**config.mk**
```make
export PLATFORM = sky130hd
export DESIGN_NAME = reg_writeback
export DESIGN_NICKNAME = d
export VERILOG_FILES = /design/src/rtl/reg_writeback.sv
export SDC_FILE = /design/constraint.sdc
export NUM_CORES = 1
export LEC_CHECK = 0
export ABC_AREA = 1
export CORE_ASPECT_RATIO = 0.7
export CORE_MARGIN = 2
export CORE_UTILIZATION = 35
export DETAILED_ROUTE_END_ITERATION = 6
export PLACE_DENSITY = 0.68
export SYNTH_ARGS = -nofsm -noshare
export SYNTH_HDL_FRONTEND = slang
export SYNTH_SLANG_ARGS = --single-unit
```
**constraint.sdc**
```tcl
create_clock -name clk -period 2.39 [get_ports clk]
set_input_delay 0.3585 -clock clk [delete_from_list [all_inputs] [get_ports clk]]
set_output_delay 0.3585 -clock clk [all_outputs]
set_load 0.1 [all_outputs]
```
**src/rtl/reg_writeback.sv**
```systemverilog
// Register-file writeback stage: commits ALU results and load data to the
// register file, tracks the pending destination and flags memory errors.
module reg_writeback #(
  parameter int TIMEOUT = 15
) (
  input  logic        clk,
  input  logic        reset,
  input  logic        in_valid,
  output logic        in_ready,
  input  logic [31:0] Instr,
  input  logic [31:0] alu_result,
  input  logic        RegWrite,
  input  logic        RegDst,
  input  logic        MemtoReg,
  input  logic        mem_rvalid,
  input  logic [31:0] mem_rdata,
  output logic        WE3,
  output logic [4:0]  A3,
  output logic [31:0] WD3,
  output logic        pend_valid,
  output logic [4:0]  pend_reg,
  input  logic        err_clr,
  output logic [1:0]  err,
  output logic [15:0] wb_count
);

  typedef enum logic [1:0] {
    IDLE,
    WAIT_MEM,
    WRITE
  } state_t;

  localparam logic [7:0] TLIM = 8'(TIMEOUT);

  state_t      state, state_n;
  logic [4:0]  dest, dest_q, dest_n;
  logic [31:0] data_q, data_n;
  logic        keep_q, keep_n;
  logic [7:0]  tcnt_q, tcnt_n, tcnt_inc;
  logic [1:0]  err_n;
  logic [15:0] count_n;
  logic        accept, real_wr;
  logic        unused_bits;

  assign unused_bits = ^{Instr[31:21], Instr[10:0]};

  assign dest     = RegDst ? Instr[15:11] : Instr[20:16];
  assign real_wr  = RegWrite && (dest != 5'd0);
  assign in_ready = (state != WAIT_MEM);
  assign accept   = in_valid && in_ready;
  assign tcnt_inc = tcnt_q + 8'd1;

  always_comb begin
    state_n = state;
    dest_n  = dest_q;
    data_n  = data_q;
    keep_n  = keep_q;
    tcnt_n  = tcnt_q;
    count_n = wb_count;
    err_n   = err_clr ? 2'b00 : err;
    unique case (1'b1)
      (state == WAIT_MEM): begin
        if (mem_rvalid) begin
          data_n  = mem_rdata;
          state_n = keep_q ? WRITE : IDLE;
        end else begin
          tcnt_n = tcnt_inc;
          if (tcnt_inc >= TLIM) begin
            err_n[0] = 1'b1;
            state_n  = IDLE;
          end
        end
      end
      default: begin
        if (state == WRITE) count_n = wb_count + 16'd1;
        // a response with no load outstanding is spurious
        if (mem_rvalid) err_n[1] = 1'b1;
        state_n = IDLE;
        if (accept) begin
          if (MemtoReg) begin
            state_n = WAIT_MEM;
            dest_n  = dest;
            keep_n  = real_wr;
            tcnt_n  = 8'd0;
          end else if (real_wr) begin
            state_n = WRITE;
            dest_n  = dest;
            data_n  = alu_result;
          end
        end
      end
    endcase
  end

  always_ff @(posedge clk or negedge reset) begin
    if (!reset) begin
      state    <= IDLE;
      dest_q   <= '0;
      data_q   <= '0;
      keep_q   <= 1'b0;
      tcnt_q   <= '0;
      err      <= '0;
      wb_count <= '0;
    end else begin
      state    <= state_n;
      dest_q   <= dest_n;
      data_q   <= data_n;
      keep_q   <= keep_n;
      tcnt_q   <= tcnt_n;
      err      <= err_n;
      wb_count <= count_n;
    end
  end

  assign WE3        = (state == WRITE);
  assign A3         = WE3 ? dest_q : 5'd0;
  assign WD3        = WE3 ? data_q : 32'd0;
  assign pend_valid = WE3 || ((state == WAIT_MEM) && keep_q);
  assign pend_reg   = pend_valid ? dest_q : 5'd0;

endmodule

```
== Yosys cells after proc, flatten, opt, wreduce, memory -nomap -nowiden ==
Index checks and enable logic that the tools add are counted.

* Flip-flop bits (word level): 66
* Latch bits: 0
* Memory bits (writable): 0
* Bits in read-only memories: 0
* Input bits: 104
* Output and inout port bits: 63
* Memories: 0

* Add/subtract/negate cells: 2
* Multiply operators: 0
* Divide/modulo/power cells: 0
* $lt $le $gt $ge: 1
* Eq/ne operators: 7
* Shifts and indexed selects: 0
* Muxes and demuxes: 28
* Bitwise operators: 1
* Reduce and logical (&&, ||, !) cells: 14

{| class="wikitable"
|+ Operators by type and width
! kind !! number
|-
| $mux 32 || 6
|-
| $mux 8 || 4
|-
| $mux 5 || 5
|-
| $add 16x1->16 const B || 1
|-
| $mux 2 || 8
|-
| $reduce_and 3->1 || 3
|-
| $add 8x1->8 const B || 1
|-
| $ge 8x4->1 const B || 1
|-
| $reduce_bool 2->1 || 4
|-
| $mux 1 || 5
|-
| $reduce_bool 5->1 || 1
|-
| $ne 2x1->1 const B || 2
|-
| $ne 2x2->1 const B || 2
|-
| $reduce_and 4->1 || 1
|-
| $logic_and 1x1->1 || 3
|-
| $ne 3x3->1 const B || 1
|-
| $eq 2x1->1 const B || 1
|-
| $eq 2x2->1 const B || 1
|-
| $reduce_and 2->1 || 1
|-
| $logic_or 1x1->1 || 1
|-
| $not 1->1 || 1
|}

== Longest topological paths before layout ==
Gate-level depths: netlist (run 1).

* Word-level depth: 7
* Depth in mapped cells: 10
* Gate-level depth less buffers: 9

== Worst setup path after synthesis (run 1) ==
Ideal clock, no wire load.

* Path type: flip-flop to output port
* Start: reg state[1]
* End: out pend_reg[0]
* Arrival: 3.021 ns
* Required time: 2.032 ns
* Path slack: -0.989 ns
* Stages on the path, launching flop included: 7
* Cells stage by stage: dfrtp_1 -> nor2_2 -> buf_2 -> nand2_1 -> nand2_1 -> inv_1 -> nor2_1

* Cells in the longest elaborated chain, start to end: 4
* Elaborated cells between the ends (all ways): 5
* Those cells by class: eq/ne: 2; mux: 1; reduce/logical: 2

{| class="wikitable"
|+ Ends and longest elaborated chain
! element !! line !! RTL
|-
| start, declared || 35 || <nowiki>state_t state, state_n;</nowiki>
|-
| start signal, assigned || 105 || <nowiki>state <= state_n;</nowiki>
|-
| $eq 2x1->1 || 118 || <nowiki>assign pend_valid = WE3 || ((state == WAIT_MEM) && keep_q);</nowiki>
|-
| $logic_and 1x1->1 || 118 ||
|-
| $logic_or 1x1->1 * || 118 ||
|-
| named net pend_valid || 20 || <nowiki>output logic pend_valid,</nowiki>
|-
| $mux 5 * || 119 || <nowiki>assign pend_reg = pend_valid ? dest_q : 5'd0;</nowiki>
|-
| end, declared || 21 || <nowiki>output logic [4:0] pend_reg,</nowiki>
|}

Mark *: on every way through the listed nets, which the timed path passes. The rest lies on a longest branch.

== Worst setup path after layout (run 1) ==
* Start: reg state[1]
* End: out pend_reg[0]

* Cells in the longest elaborated chain, start to end: 4
* Elaborated cells between the ends (all ways): 5
* Those cells by class: eq/ne: 2; mux: 1; reduce/logical: 2

{| class="wikitable"
|+ Ends and longest elaborated chain
! element !! line
|-
| $eq 2x1->1 || 118
|-
| $logic_and 1x1->1 || 118
|-
| $logic_or 1x1->1 * || 118
|-
| $mux 5 * || 119
|}

Mark *: on every way between the ends. The rest lies on a longest branch, timed or not.

==> impl_metrics.ini, run 1 <==
[status]
outcome = complete, no violations

[clock_tree]
clk_pin_slew_ps = 50
cts_max_level = 3
cts_tree = yes
cts_hold_buf = 0
root_buffer = clkbuf_16
cts_sinks = 66
post_cts_resized = 0
clk_path_buf_depth = 2
cts_buffers = 9
clock_latency_ps = 320
post_cts_buffers = 0

[critical_path]
path_buf_inv = 2
cp-start-kind = register
path_cells = nor2_4 -> nand2_1 -> nand2_2 -> inv_1 -> nor2_4 -> buf_12
crit_family = simple AND/OR/NAND/NOR gates
max_stage_delay_ps = 420
cp_slowest_cell = dfrtp_1
critPathCaptureType = output port
critical_path_class = reg2out
arrival_ps = 1890
worst_ep_required_time_ps = 2030
cpMostUsedCell = nor2_4
cp_max_fo = 14

[sta]
fin_worst_skew_ps = 3.72
setup_viol = 0
setup_ws_ps = 142
hold_violations = 0
max_slew_margin_pct = 61.6
rsz0062_at_grt = false
fin_crit_ps = 2250
max_clock_freq_ghz = 0.445
slew_violations = 0
worst_slew_pin_slew_ps = 575
fin_crit_sh_pct = 94.1

[power_and_ir_drop]
vdd_ir_drop_max_uv = 431
total_power_w = 0.00487
powerDensity_mw_per_mm2 = 811
p_leak_nw = 3.02

[synthesis]
syn_nets = 647
synth_area_leaders = dfrtp_1 (44%), nand2_1 (22%), nand3_1 (6.9%)
synth_top_area_cell = dfrtp_1
yosysWarnings = 0
synth_top_area_share_pct = 44.0
yosysSeqAreaShare_pct = 44.0
syn_inst = 540
synth.distinct_cells = 24
avgSynthCellArea_um2 = 6.96
synth-seq-cells = 66
syn_area_mm2 = 0.00376

[layout]
syn_to_final_growth_pct = 59.8
layout-drive-gt1-share_pct = 15.8
diodes = 0
fillers = 967
final_cell_mix = nand2_1 (223), clkdlybuf4s50_1 (80), dfrtp_1 (66)
layoutNonFillerInstCount = 815
final_common_cell = nand2_1
design_area_mm2 = 0.00600
layout.nets = 788

[die]
rows = 31
fp.dieW_um = 128
die_h_um = 90.7
die_area_mm2 = 0.0116
core_area_mm2 = 0.0104
io_pins = 167
initial_core_util_pct = 36.1

[grt]
antenna_found_initial = 0
grt_pass1_wl_um = 18100
grt_pass1_vias = 3799
overflow = 0
grt_start_max_net_pins = 43
track_usage_pct = 19.5

[placed_design]
dpl_cell_area_mm2 = 0.00574
placedCellCount = 802
portBuffers = 144
post-place-ws_ps = 259
hpwl_um = 8090
gp_congestion = 0.848

[detailed_routing]
drc = 0
via_per_inst = 4.66
via_count = 3797
first_iter_violations = 235
ant_nets = 0
wl_um = 10800
wl_per_cell_um = 13.2
drt_pass1_iterations = 4

[min_path]
min_path_type = in2async

[flow_run]
cap_violations = 0
-- metrics by stage --
step	utilization, %	hold slack (ps)	setup TNS [ps]
CTS	57.7	41.2	0
finish	57.7	33.1	0
global route	57.7	72.1	0
global placement	55.2	384	0
floorplan	-	62.9	-2120
detailed placement	55.2	393	0
-- power by group --
part / internal (W) / leakage, nW / total [W] / switching, W
Combinational: 0.000693 / 2.04 / 0.00208 / 0.00138
Clock: 0.000740 / 0.128 / 0.00117 / 0.000427
Sequential: 0.00142 / 0.854 / 0.00163 / 0.000204
Total: 0.00285 / 3.02 / 0.00487 / 0.00202
-- path summary, 6_finish.rpt --
check                                         start                       end  slack, ps  cells past startpoint
min in group clk           wb_count[15]$_DFFE_PN0P_  wb_count[15]$_DFFE_PN0P_        480                      1
min reg2reg                wb_count[15]$_DFFE_PN0P_  wb_count[15]$_DFFE_PN0P_        480                      1
max                            state[1]$_DFFE_PN0P_               pend_reg[0]        140                      6
max in group asynchronous                     reset     dest_q[3]$_DFFE_PN0P_       1730                      2
min                                           reset    data_q[16]$_DFFE_PN0P_         30                      1
max reg2reg                    state[1]$_DFFE_PN0P_    data_q[13]$_DFFE_PN0P_        410                      6
-- routing by layer --
metal	global-route usage, %	part of all wire (%)
met1	24.5	43
met5	0	0
met4	5.95	0.79
met2	31.0	48
met3	7.82	9.0
-- synth_stat cells --
library cell,count
inv_2,4
nand2_1,224
nor2_2,4
nor2_1,57
ha_1,3
o21ai_0,12
dfrtp_1,66
nand3_2,1
xor2_1,9
nor2_4,1
nand2_2,7
buf_6,6
nand4_1,4
clkbuf_1,8
buf_2,6
nor3_2,1
nand2_4,1
nand3_4,1
xnor2_1,7
nand3_1,52
nor3_1,4
buf_1,1
o21ai_1,2
inv_1,59
-- final cells by class --
type	count	area [um2]	area share, %
Clock buffer	13	260	4.34
Inverter	63	236	3.94
Multi-Input combinational cell	390	1780	29.7
Sequential cell	66	1650	27.5
Tap cell	132	165	2.75
Timing Repair Buffer	151	1910	31.8
-- sequential cells by signal (all words and copies together), names as in the netlist --
name and flops:
state 2, err 2, keep_q 1, tcnt_q 8, wb_count 16, dest_q 5, data_q 32
-- logic make-up after synthesis --
kind of cell | share of synthesized area (%)
compound gates | 1.87
fa+ha+maj | 0.999
buf+inv | 9.79
flops | 44.0
simple gates | 39.6
xor+xnor | 3.73
Note: power is estimated with default switching activity, not from simulation.
==> inputs of run 2 (changes only) <==
- clock period: 2.39 -> 2.4 ns (I/O delays scaled with it)
==> run 2 against run 1 <==
  * Utilization decreased by 0.072 points
  * Via count grew 1.0%
  * First-iteration DRC count down 6.4%
  * Non-clock buffer count unchanged
  * Sequential power about the same
  * Hold slack worse by 6.6 ps
  * Clock skew grew 3.5 ps
  * Power down 0.92%
  * Critical path depth unchanged
  * Die area stayed put
  * Largest cell class unchanged
==> impl_metrics.ini, run 2 (synthesis results as in run 1) <==
[critical_path]
cpMostUsedCell = nor2_4
critPathCaptureType = output port
worst_ep_required_time_ps = 2040
cp_max_fo = 14
critical_path_class = reg2out
path_cells = nor2_4 -> nand2_1 -> nand2_2 -> inv_1 -> nor2_4 -> buf_12
arrival_ps = 1910
cp_slowest_cell = dfrtp_1
cp-start-kind = register
max_stage_delay_ps = 420

[clock_tree]
cts_sinks = 66
clk_path_buf_depth = 2
clk_pin_slew_ps = 50
post_cts_resized = 0
cts_hold_buf = 0
cts_buffers = 9
cts_max_level = 3
root_buffer = clkbuf_16
post_cts_buffers = 0
clock_latency_ps = 330
cts_tree = yes

[min_path]
min_path_type = in2async

[grt]
grt_pass1_wl_um = 18100
track_usage_pct = 19.6
overflow = 0
grt_start_max_net_pins = 43
antenna_found_initial = 0
grt_pass1_vias = 3847

[die]
core_area_mm2 = 0.0104
io_pins = 167
initial_core_util_pct = 36.1
fp.dieW_um = 128
die_h_um = 90.7
die_area_mm2 = 0.0116
rows = 31

[sta]
rsz0062_at_grt = false
max_slew_margin_pct = 61.6
setup_viol = 0
max_clock_freq_ghz = 0.440
hold_violations = 0
fin_worst_skew_ps = 7.25
fin_crit_ps = 2270
worst_slew_pin_slew_ps = 576
slew_violations = 0
fin_crit_sh_pct = 94.6

[layout]
final_common_cell = nand2_1
layout-drive-gt1-share_pct = 16.1
final_cell_mix = nand2_1 (223), clkdlybuf4s50_1 (80), dfrtp_1 (66)
design_area_mm2 = 0.00599
largest_reg_flops = 32
layout.nets = 788
diodes = 0
reg.largest.list = data_q x32, wb_count x16, tcnt_q x8
regMostFlops = data_q
layoutNonFillerInstCount = 817
syn_to_final_growth_pct = 59.6

[detailed_routing]
drc = 0
drt_pass1_iterations = 4
wl_per_cell_um = 13.4
via_count = 3835
ant_nets = 0
first_iter_violations = 220
via_per_inst = 4.69
wl_um = 10900

[power_and_ir_drop]
power.share.clock_pct = 23.5
cellInternalPower_w = 0.00279
p_sw_w = 0.00204
vdd_ir_drop_max_uv = 447
switching_share_pct = 42.2
p_leak_nw = 3.02
powerDensity_mw_per_mm2 = 805
combPwrFrac_pct = 43.0
seq_power_share_pct = 33.5

[placed_design]
portBuffers = 144
placedCellCount = 802
gp_congestion = 0.847
dpl_cell_area_mm2 = 0.00574
hpwl_um = 8190

[status]
outcome = complete, no violations

[flow_run]
cap_violations = 0
run 2: changes by cell type in the layout (fill, tap and decap cells not counted), sizes merged:
cell / change
clkinv: +4
clkbuf: -2
run 2: power by group through the flow:
| stage | clock network, W | registers (W) | logic [W] |
|---|---|---|---|
| after floorplan | 0 | 0.00181 | 0.00118 |
| after global placement | 0 | 0.00161 | 0.00204 |
| after detailed placement | 0 | 0.00163 | 0.00208 |
| after CTS | 0.00116 | 0.00162 | 0.00210 |
| after global routing | 0.00121 | 0.00165 | 0.00226 |
| final | 0.00113 | 0.00162 | 0.00208 |
run 2: cell type report:
cell class	instances	area, um2
inverters	63	236
multi-input cells	390	1780
flip-flops and latches	66	1650
well taps	132	165
clock inverters	4	20.0
clock buffers	11	233
repair buffers	151	1910
fillers	981	4400
run 2: worst max-delay path, delay by kind of cell (launching register included):
family / cells / cell delay (ps)
buffers and inverters: 2 / 400
flip-flops: 1 / 420
AND/OR/NAND/NOR: 4 / 770
run 2: path summary, 6_finish.rpt:
path	start	endpoint	slack, ps	cells after the start
worst min register to register	err[1]$_DFF_PN0_	err[1]$_DFF_PN0_	480	2
worst min-delay path	reset	data_q[16]$_DFFE_PN0P_	30	1
min in group clk	err[1]$_DFF_PN0_	err[1]$_DFF_PN0_	480	2
worst max register to register	state[1]$_DFFE_PN0P_	data_q[13]$_DFFE_PN0P_	430	6
worst max-delay path	state[1]$_DFFE_PN0P_	pend_reg[4]	130	6
max in group asynchronous	reset	dest_q[3]$_DFFE_PN0P_	1740	2
run 2: through the flow:
step,setup slack (ps),hold WS [ps],utilization [%],setup TNS [ps],power [W]
2_1_floorplan,-162,64.4,-,-1990,0.00300
3_3_place_gp,342,386,55.2,0,0.00365
3_5_place_dp,260,390,55.2,0,0.00371
4_1_cts,102,40.5,57.7,0,0.00487
5_1_grt,9.53,74.4,57.7,0,0.00512
6_report,129,26.6,57.7,0,0.00483
run 2: routing by layer:
metal | vias up | wire length [um] | global-route usage (%)
met5 | - | 0 | 0
met4 | 0 | 171 | 5.49
met3 | 15 | 923 | 7.29
met2 | 128 | 5190 | 32.0
met1 | 1782 | 4640 | 24.4
li1 | 1910 | - | -
